**config.mk**
```make
export PLATFORM = sky130hd
export DESIGN_NAME = reg_file_shadow_cfg_flat
export DESIGN_NICKNAME = d
export VERILOG_FILES = /design/src/rtl/reg_file_shadow_cfg_pkg.sv /design/src/rtl/reg_file_shadow_cfg_if.sv /design/src/rtl/reg_file_shadow_cfg_parity.sv /design/src/rtl/reg_file_shadow_cfg.sv /design/src/flat_wrapper.sv
export SDC_FILE = /design/constraint.sdc
export NUM_CORES = 1
export LEC_CHECK = 0
export CORE_UTILIZATION = 52
export DETAILED_ROUTE_END_ITERATION = 10
export GPL_ROUTABILITY_DRIVEN = 0
export GPL_TIMING_DRIVEN = 1
export HOLD_SLACK_MARGIN = 0.06
export PLACE_DENSITY_LB_ADDON = 0.3
export SLEW_MARGIN = 20
export SYNTH_ARGS = -nofsm -noshare
export SYNTH_HDL_FRONTEND = slang
export SYNTH_SLANG_ARGS = --single-unit
```
**constraint.sdc**
```tcl
create_clock -name CLK -period 2.1 [get_ports CLK]
set_input_delay 0.21 -clock CLK [delete_from_list [all_inputs] [get_ports CLK]]
set_output_delay 0.21 -clock CLK [all_outputs]
set_load 0.05 [all_outputs]
```
**src/rtl/reg_file_shadow_cfg_pkg.sv**
```systemverilog
// reg_file_pkg: shared constants, access decode type and the parity helper
// for reg_file_shadow_cfg.
`default_nettype none

package reg_file_pkg;

    localparam int CTRL_COMMIT_BIT  = 0;
    localparam int CTRL_LOCK_BIT    = 1;
    localparam int STAT_PENDING_BIT = 0;
    localparam int STAT_LOCK_BIT    = 1;

    localparam logic [31:0] DEFAULT_RST_VECTOR = {8'h08, 8'h20, 8'h00, 8'h00};

    typedef enum logic [1:0] {
        ACC_IDLE     = 2'd0,
        ACC_WRITE    = 2'd1,
        ACC_READ     = 2'd2,
        ACC_CONFLICT = 2'd3
    } access_e;

    // Even parity over a zero-extended entry; extra zero bits do not change it.
    function automatic logic even_parity(input logic [63:0] d);
        return ^d;
    endfunction

endpackage

`default_nettype wire

```
**src/rtl/reg_file_shadow_cfg_if.sv**
```systemverilog
// Access bus between the system controller and reg_file_shadow_cfg.
// Par_Err exists only when REG_FILE_PARITY_EN is defined.
`default_nettype none

interface reg_file_shadow_cfg_if #(
    parameter int ADDRESS_WIDTH = 4,
    parameter int DATA_WIDTH    = 8
) ();

    logic                     WrEn;
    logic                     RdEn;
    logic [ADDRESS_WIDTH-1:0] Address;
    logic [DATA_WIDTH-1:0]    WrData;
    logic [DATA_WIDTH-1:0]    RdData;
    logic                     RdData_Valid;
    logic                     Wr_Err;
`ifdef REG_FILE_PARITY_EN
    logic                     Par_Err;

    modport master (output WrEn, RdEn, Address, WrData,
                    input  RdData, RdData_Valid, Wr_Err, Par_Err);
    modport slave  (input  WrEn, RdEn, Address, WrData,
                    output RdData, RdData_Valid, Wr_Err, Par_Err);
`else
    modport master (output WrEn, RdEn, Address, WrData,
                    input  RdData, RdData_Valid, Wr_Err);
    modport slave  (input  WrEn, RdEn, Address, WrData,
                    output RdData, RdData_Valid, Wr_Err);
`endif

endinterface

`default_nettype wire

```
**src/rtl/reg_file_shadow_cfg_parity.sv**
```systemverilog
// reg_file_parity: recomputes even parity of an entry and flags a mismatch
// against its stored parity bit. Used only with REG_FILE_PARITY_EN.
`default_nettype none

module reg_file_parity #(
    parameter int DATA_WIDTH = 8
) (
    input  wire logic [DATA_WIDTH-1:0] data_i,
    input  wire logic                  par_i,
    output logic                       err_o
);

    assign err_o = (^data_i) ^ par_i;

endmodule

`default_nettype wire

```
**src/rtl/reg_file_shadow_cfg.sv**
```systemverilog
// reg_file_shadow_cfg: register file with shadowed config entries, atomic
// commit, sticky lock and registered reads. Optional parity: REG_FILE_PARITY_EN.
`default_nettype none

module reg_file_shadow_cfg
    import reg_file_pkg::*;
#(
    parameter int ADDRESS_WIDTH = 4,
    parameter int DATA_WIDTH    = 8,
    parameter int NUM_CFG       = 4,
    parameter logic [NUM_CFG*DATA_WIDTH-1:0] RST_VECTOR = DEFAULT_RST_VECTOR
) (
    input  wire logic                          CLK,
    input  wire logic                          RST,
    reg_file_shadow_cfg_if.slave               bus,
    output logic [NUM_CFG*DATA_WIDTH-1:0]      CFG,
    output logic                               CFG_Update
);

    localparam int DEPTH   = 2 ** ADDRESS_WIDTH;
    localparam int NUM_GEN = DEPTH - 1 - NUM_CFG;

    logic [DATA_WIDTH-1:0] shadow_q [NUM_CFG];
    logic [DATA_WIDTH-1:0] active_q [NUM_CFG];
    logic [DATA_WIDTH-1:0] gen_q    [NUM_GEN];
    logic                  lock_q;
    logic                  pending_q;
    logic [DATA_WIDTH-1:0] rdata_q;
    logic [DATA_WIDTH-1:0] rdata_d;
    logic                  rvalid_q;
    logic                  werr_q;
    logic                  upd_q;

    access_e acc;
    logic    sel_cfg;
    logic    sel_ctrl;
    logic    wr_ok;
    logic    reject;
    logic    commit;
    logic    lock_set;
    logic    wr_cfg;
    logic    wr_gen;

    always_comb begin
        unique case ({bus.RdEn, bus.WrEn})
            2'b01:   acc = ACC_WRITE;
            2'b10:   acc = ACC_READ;
            2'b11:   acc = ACC_CONFLICT;
            default: acc = ACC_IDLE;
        endcase
    end

    assign sel_cfg  = bus.Address < ADDRESS_WIDTH'(NUM_CFG);
    assign sel_ctrl = bus.Address == ADDRESS_WIDTH'(DEPTH - 1);
    // Lock protects the shadow entries and CTRL itself, so it cannot be cleared.
    assign wr_ok    = (acc == ACC_WRITE) && !(lock_q && (sel_cfg || sel_ctrl));
    assign reject   = (acc == ACC_CONFLICT) || ((acc == ACC_WRITE) && !wr_ok);
    assign commit   = wr_ok && sel_ctrl && bus.WrData[CTRL_COMMIT_BIT];
    assign lock_set = wr_ok && sel_ctrl && bus.WrData[CTRL_LOCK_BIT];
    assign wr_cfg   = wr_ok && sel_cfg;
    assign wr_gen   = wr_ok && !sel_cfg && !sel_ctrl;

    always_comb begin
        rdata_d = '0;
        if (sel_ctrl) begin
            rdata_d[STAT_LOCK_BIT]    = lock_q;
            rdata_d[STAT_PENDING_BIT] = pending_q;
        end
        for (int i = 0; i < NUM_CFG; i++) begin
            if (bus.Address == ADDRESS_WIDTH'(i)) rdata_d = shadow_q[i];
        end
        for (int j = 0; j < NUM_GEN; j++) begin
            if (bus.Address == ADDRESS_WIDTH'(NUM_CFG + j)) rdata_d = gen_q[j];
        end
    end

    always_ff @(posedge CLK) begin
        if (RST) begin
            for (int i = 0; i < NUM_CFG; i++) begin
                shadow_q[i] <= RST_VECTOR[i*DATA_WIDTH +: DATA_WIDTH];
                active_q[i] <= RST_VECTOR[i*DATA_WIDTH +: DATA_WIDTH];
            end
            for (int j = 0; j < NUM_GEN; j++) gen_q[j] <= '0;
            lock_q    <= 1'b0;
            pending_q <= 1'b0;
            rdata_q   <= '0;
            rvalid_q  <= 1'b0;
            werr_q    <= 1'b0;
            upd_q     <= 1'b0;
        end else begin
            rvalid_q <= (acc == ACC_READ);
            werr_q   <= reject;
            upd_q    <= commit;
            if (acc == ACC_READ) rdata_q <= rdata_d;
            if (commit) begin
                for (int i = 0; i < NUM_CFG; i++) active_q[i] <= shadow_q[i];
                pending_q <= 1'b0;
            end
            if (lock_set) lock_q <= 1'b1;
            if (wr_cfg) begin
                pending_q <= 1'b1;
                for (int i = 0; i < NUM_CFG; i++) begin
                    if (bus.Address == ADDRESS_WIDTH'(i)) shadow_q[i] <= bus.WrData;
                end
            end
            if (wr_gen) begin
                for (int j = 0; j < NUM_GEN; j++) begin
                    if (bus.Address == ADDRESS_WIDTH'(NUM_CFG + j)) gen_q[j] <= bus.WrData;
                end
            end
        end
    end

    always_comb begin
        CFG = '0;
        for (int i = 0; i < NUM_CFG; i++) CFG[i*DATA_WIDTH +: DATA_WIDTH] = active_q[i];
    end

    assign bus.RdData       = rdata_q;
    assign bus.RdData_Valid = rvalid_q;
    assign bus.Wr_Err       = werr_q;
    assign CFG_Update       = upd_q;

`ifdef REG_FILE_PARITY_EN
    logic               shadow_par_q [NUM_CFG];
    logic               active_par_q [NUM_CFG];
    logic               gen_par_q    [NUM_GEN];
    logic               rpar_d;
    logic               rd_err;
    logic [NUM_CFG-1:0] act_err;
    logic               perr_q;
    logic               wpar;

    assign wpar = even_parity(64'(bus.WrData));

    always_comb begin
        rpar_d = lock_q ^ pending_q;
        for (int i = 0; i < NUM_CFG; i++) begin
            if (bus.Address == ADDRESS_WIDTH'(i)) rpar_d = shadow_par_q[i];
        end
        for (int j = 0; j < NUM_GEN; j++) begin
            if (bus.Address == ADDRESS_WIDTH'(NUM_CFG + j)) rpar_d = gen_par_q[j];
        end
    end

    reg_file_parity #(.DATA_WIDTH(DATA_WIDTH)) u_rd_par (
        .data_i (rdata_d),
        .par_i  (rpar_d),
        .err_o  (rd_err)
    );

    for (genvar g = 0; g < NUM_CFG; g++) begin : g_act_par
        reg_file_parity #(.DATA_WIDTH(DATA_WIDTH)) u_act_par (
            .data_i (active_q[g]),
            .par_i  (active_par_q[g]),
            .err_o  (act_err[g])
        );
    end

    always_ff @(posedge CLK) begin
        if (RST) begin
            for (int i = 0; i < NUM_CFG; i++) begin
                shadow_par_q[i] <= even_parity(64'(RST_VECTOR[i*DATA_WIDTH +: DATA_WIDTH]));
                active_par_q[i] <= even_parity(64'(RST_VECTOR[i*DATA_WIDTH +: DATA_WIDTH]));
            end
            for (int j = 0; j < NUM_GEN; j++) gen_par_q[j] <= 1'b0;
            perr_q <= 1'b0;
        end else begin
            perr_q <= ((acc == ACC_READ) && rd_err) || (|act_err);
            if (commit) begin
                for (int i = 0; i < NUM_CFG; i++) active_par_q[i] <= shadow_par_q[i];
            end
            for (int i = 0; i < NUM_CFG; i++) begin
                if (wr_cfg && bus.Address == ADDRESS_WIDTH'(i)) shadow_par_q[i] <= wpar;
            end
            for (int j = 0; j < NUM_GEN; j++) begin
                if (wr_gen && bus.Address == ADDRESS_WIDTH'(NUM_CFG + j)) gen_par_q[j] <= wpar;
            end
        end
    end

    assign bus.Par_Err = perr_q;
`endif

endmodule

`default_nettype wire
```
**src/flat_wrapper.sv**
```systemverilog
// flat-port wrapper written by rule: the top's interface ports become plain ports
module reg_file_shadow_cfg_flat import reg_file_pkg::*;
#(
    parameter int ADDRESS_WIDTH = 4,
    parameter int DATA_WIDTH    = 8,
    parameter int NUM_CFG       = 4,
    parameter logic [NUM_CFG*DATA_WIDTH-1:0] RST_VECTOR = DEFAULT_RST_VECTOR
)
  (CLK, RST, CFG, CFG_Update, bus_WrEn, bus_RdEn, bus_Address, bus_WrData, bus_RdData, bus_RdData_Valid, bus_Wr_Err);
  reg_file_shadow_cfg_if #(.ADDRESS_WIDTH(ADDRESS_WIDTH), .DATA_WIDTH(DATA_WIDTH)) bus_i ();
  input  wire logic CLK;
  input  wire logic RST;
  output logic [NUM_CFG*DATA_WIDTH-1:0] CFG;
  output logic CFG_Update;
  input wire logic [$bits(bus_i.WrEn)-1:0] bus_WrEn;
  input wire logic [$bits(bus_i.RdEn)-1:0] bus_RdEn;
  input wire logic [$bits(bus_i.Address)-1:0] bus_Address;
  input wire logic [$bits(bus_i.WrData)-1:0] bus_WrData;
  output wire logic [$bits(bus_i.RdData)-1:0] bus_RdData;
  output wire logic [$bits(bus_i.RdData_Valid)-1:0] bus_RdData_Valid;
  output wire logic [$bits(bus_i.Wr_Err)-1:0] bus_Wr_Err;
  assign bus_i.WrEn = bus_WrEn;
  assign bus_i.RdEn = bus_RdEn;
  assign bus_i.Address = bus_Address;
  assign bus_i.WrData = bus_WrData;
  assign bus_RdData = bus_i.RdData;
  assign bus_RdData_Valid = bus_i.RdData_Valid;
  assign bus_Wr_Err = bus_i.Wr_Err;
  reg_file_shadow_cfg #(.ADDRESS_WIDTH(ADDRESS_WIDTH), .DATA_WIDTH(DATA_WIDTH), .NUM_CFG(NUM_CFG), .RST_VECTOR(RST_VECTOR)) u_core (.CLK(CLK), .RST(RST), .bus(bus_i), .CFG(CFG), .CFG_Update(CFG_Update));
endmodule
```
==> results of run 1 <==
-- synthesized netlist by cell type, types with 2 or more instances --
cell         n
o2bb2ai_1    2
o21ai_0     13
inv_1       12
nand3_1      8
edfxtp_1   152
a31oi_1      5
buf_2        8
nor3_4       2
nor3b_1      2
o311ai_0     3
nor2_1     112
nand2b_1    34
a32o_1       2
nand2_2      3
buf_1       10
nand4_1      2
a2111oi_0    3
nand2_1     30
a21oi_1     22
mux2i_1     14
a22oi_1      5
a21o_1       4
mux4_2       7
a211oi_1     4
and3_1      33
buf_4        3
dfxtp_1     13
clkbuf_1    19
a311oi_1     2
o22ai_1      6
mux2_2       8
and2_1      18
nor3_1       6
nor2b_1      8
a221oi_1     3
-- final cells by class --
cell class,count,share of cell area (%)
Timing Repair Buffer,127,13.1
Clock inverter,13,1.69
Inverter,12,0.490
Multi-Input combinational cell,381,25.2
Tap cell,180,2.45
Clock buffer,19,4.71
Sequential cell,165,52.4
-- layer usage --
layer / GRT usage [%] / share of wire, %
met5: 0 / 0
met4: 15.5 / 4.1
met3: 6.53 / 9.5
met2: 43.7 / 47
met1: 34.4 / 39
-- cell families (layout without fill, tap and decap cells) --
kind of cell / count (synthesis) / after routing / synth area share, %
AOI/OAI and AO/OA: 85 / 85 / 7.77
buffers and inverters: 53 / 171 / 3.10
DFF: 165 / 165 / 65.6
muxes: 30 / 30 / 5.48
and+or+nand+nor: 266 / 266 / 18.1
-- through the flow --
stage          instances  power, mW  cell area [um^2]
4_1_cts              897       7.74              9200
6_report             897       7.73              9200
3_3_place_gp         865       4.65              8610
3_5_place_dp         865       4.67              8610
5_1_grt              897       7.91              9200
2_1_floorplan        599       4.30              7360
-- state kept, by name, indices dropped and copies added, names as in the netlist --
signal	count
u_core.active_q	32
u_core.lock_q	1
u_core.bus.RdData	8
u_core.CFG_Update	1
u_core.shadow_q	32
u_core.gen_q	88
u_core.pending_q	1
u_core.bus.Wr_Err	1
u_core.bus.RdData_Valid	1
-- final timing paths --
kind	endpoint	slack, ns	cells past startpoint	start
max	bus_RdData[0]	0.18	1	u_core.bus.RdData[0]$_SDFFE_PP0P_
min	u_core.bus.RdData[5]$_SDFFE_PP0P_	0.48	1	u_core.bus.RdData[5]$_SDFFE_PP0P_
max reg2reg	u_core.bus.RdData[7]$_SDFFE_PP0P_	0.34	4	u_core.shadow_q[3][7]$_SDFFCE_PN0P_
min reg2reg	u_core.bus.RdData[5]$_SDFFE_PP0P_	0.48	1	u_core.bus.RdData[5]$_SDFFE_PP0P_
-- where the power goes --
part	leakage, nW	internal, mW	switching [mW]
Sequential	1.59	3.75	0.0813
Clock	0.288	1.86	1.25
Combinational	1.55	0.300	0.488
==> impl_metrics.yaml, run 1 <==
run_status:
  status: "finished clean"
sta:
  period_minus_slack_ns: 1.92
  slew_headroom_pct: 63.6
  setup_viol_count_final: 0
  setup-tns-final_ns: 0
  timing.fmax_ghz: 0.522
  finalHoldViolations: 0
  worst_pin_slew_ns: 0.544
  skew_ns: 0.0138
  whs_ns: 0.479
  period_share_pct: 91.2
  worst_slack_ns: 0.184
  slew_violations: 0
  rsz0062_at_grt: "no"
die:
  dieArea_mm2: 0.0146
  start_util_pct: 53.2
  io_pins: 59
  row_count: 43
  fp.dieH_um: 121
  core_mm2: 0.0138
  die_w_um: 121
layout:
  layout_commonest_cell: "edfxtp_1"
  nets: 720
  fin_util_pct: 66.5
  layout-drive-gt1-share_pct: 17.4
  fillers: 992
  multiInputGateArea_mm2: 0.00232
  diodes: 0
  layout_common_cells: "edfxtp_1, nor2_1, buf_4"
  regArea_mm2: 0.00482
  areaGrowthSynthToFinish_pct: 25.1
setup_path:
  path_delay_family: "buffers and inverters"
  cp.required_ns: 1.89
  worstPathArrival_ns: 1.71
  path_max_fanout: 3
  crit_slowest_cell: "clkdlybuf4s50_1"
  cp-start-kind: "flop"
  cpPeakStageDelay_ns: 0.84
  critical_path_buf_inv_count: 1
  cp_cell_sequence: "clkdlybuf4s50_1"
  cp-end-kind: "output pin"
  critical_path_class: "flop to output pin"
routing:
  drt_iter0_drc: 640
  vias: 5321
  drtPass1Iterations: 6
  ant_nets: 0
  wirelength_mm: 19.2
  wl_per_cell_um: 21.4
  vias_per_cell: 5.93
  drc: 0
logic_synthesis:
  ys_warn_count: 0
  synth_top_area_cell: "edfxtp_1"
  yosysSeqAreaShare_pct: 65.6
  synth_nets: 615
  ys_types: 56
  synth_top_area_share_pct: 62.0
  synthFlopType: "edfxtp_1"
  synth_area_mm2: 0.00736
  ys_ff_latch: 165
  syn_inst: 599
  async_flop_share_pct: 0
  synth_edf_count: 152
  netlist_top_cells_area: "edfxtp_1, nor2_1, dfxtp_1"
  syn_avg_cell_area_um2: 12.3
placed_design:
  port_buffers: 58
  place_ws_ns: -0.0535
  dp.final_hpwl_mm: 13.4
clock_network:
  cts.clk_slew.worst_paths_ns: 0.06
  ctsRootBufferMaster: "clkbuf_16"
  cts_tree: "built"
  cts_htree_levels: 4
  hold_buffers: 0
  clkSinkCount: 165
  post_cts_resize_count: 0
  post_cts_buffers: 0
  clock_latency_ns: 0.43
  tritoncts.num_buffers: 17
  cts_buffer_depth: 2
flow_run:
  max_cap_violations: 0
grt:
  grt-ovfl-total: 0
  antenna_found_initial: 0
  grt_pass1_wl_mm: 28.3
  grtUsageTotal_pct: 27.4
  grt_max_degree: 35
  grt_pass1_vias: 5075
power_and_ir_drop:
  ir_drop_mv: 0.511
  p_leak_nw: 3.43
  p_per_area_mw_per_mm2: 841
min_path:
  holdCritPathClass: "flop to flop"
Note: power is estimated with default switching activity, not from simulation.
==> run 2: changes to the inputs <==
--- a/config.mk
+++ b/config.mk
@@ -5,11 +5,11 @@
 export SDC_FILE = /design/constraint.sdc
 export NUM_CORES = 1
 export LEC_CHECK = 0
+export ABC_CLOCK_PERIOD_IN_PS = 2100
 export CORE_UTILIZATION = 52
 export DETAILED_ROUTE_END_ITERATION = 10
 export GPL_ROUTABILITY_DRIVEN = 0
 export GPL_TIMING_DRIVEN = 1
-export HOLD_SLACK_MARGIN = 0.06
 export PLACE_DENSITY_LB_ADDON = 0.3
 export SLEW_MARGIN = 20
 export SYNTH_ARGS = -nofsm -noshare
==> results of run 2 <==
No change in the layout: final DEF, timing and power equal those of run 1.
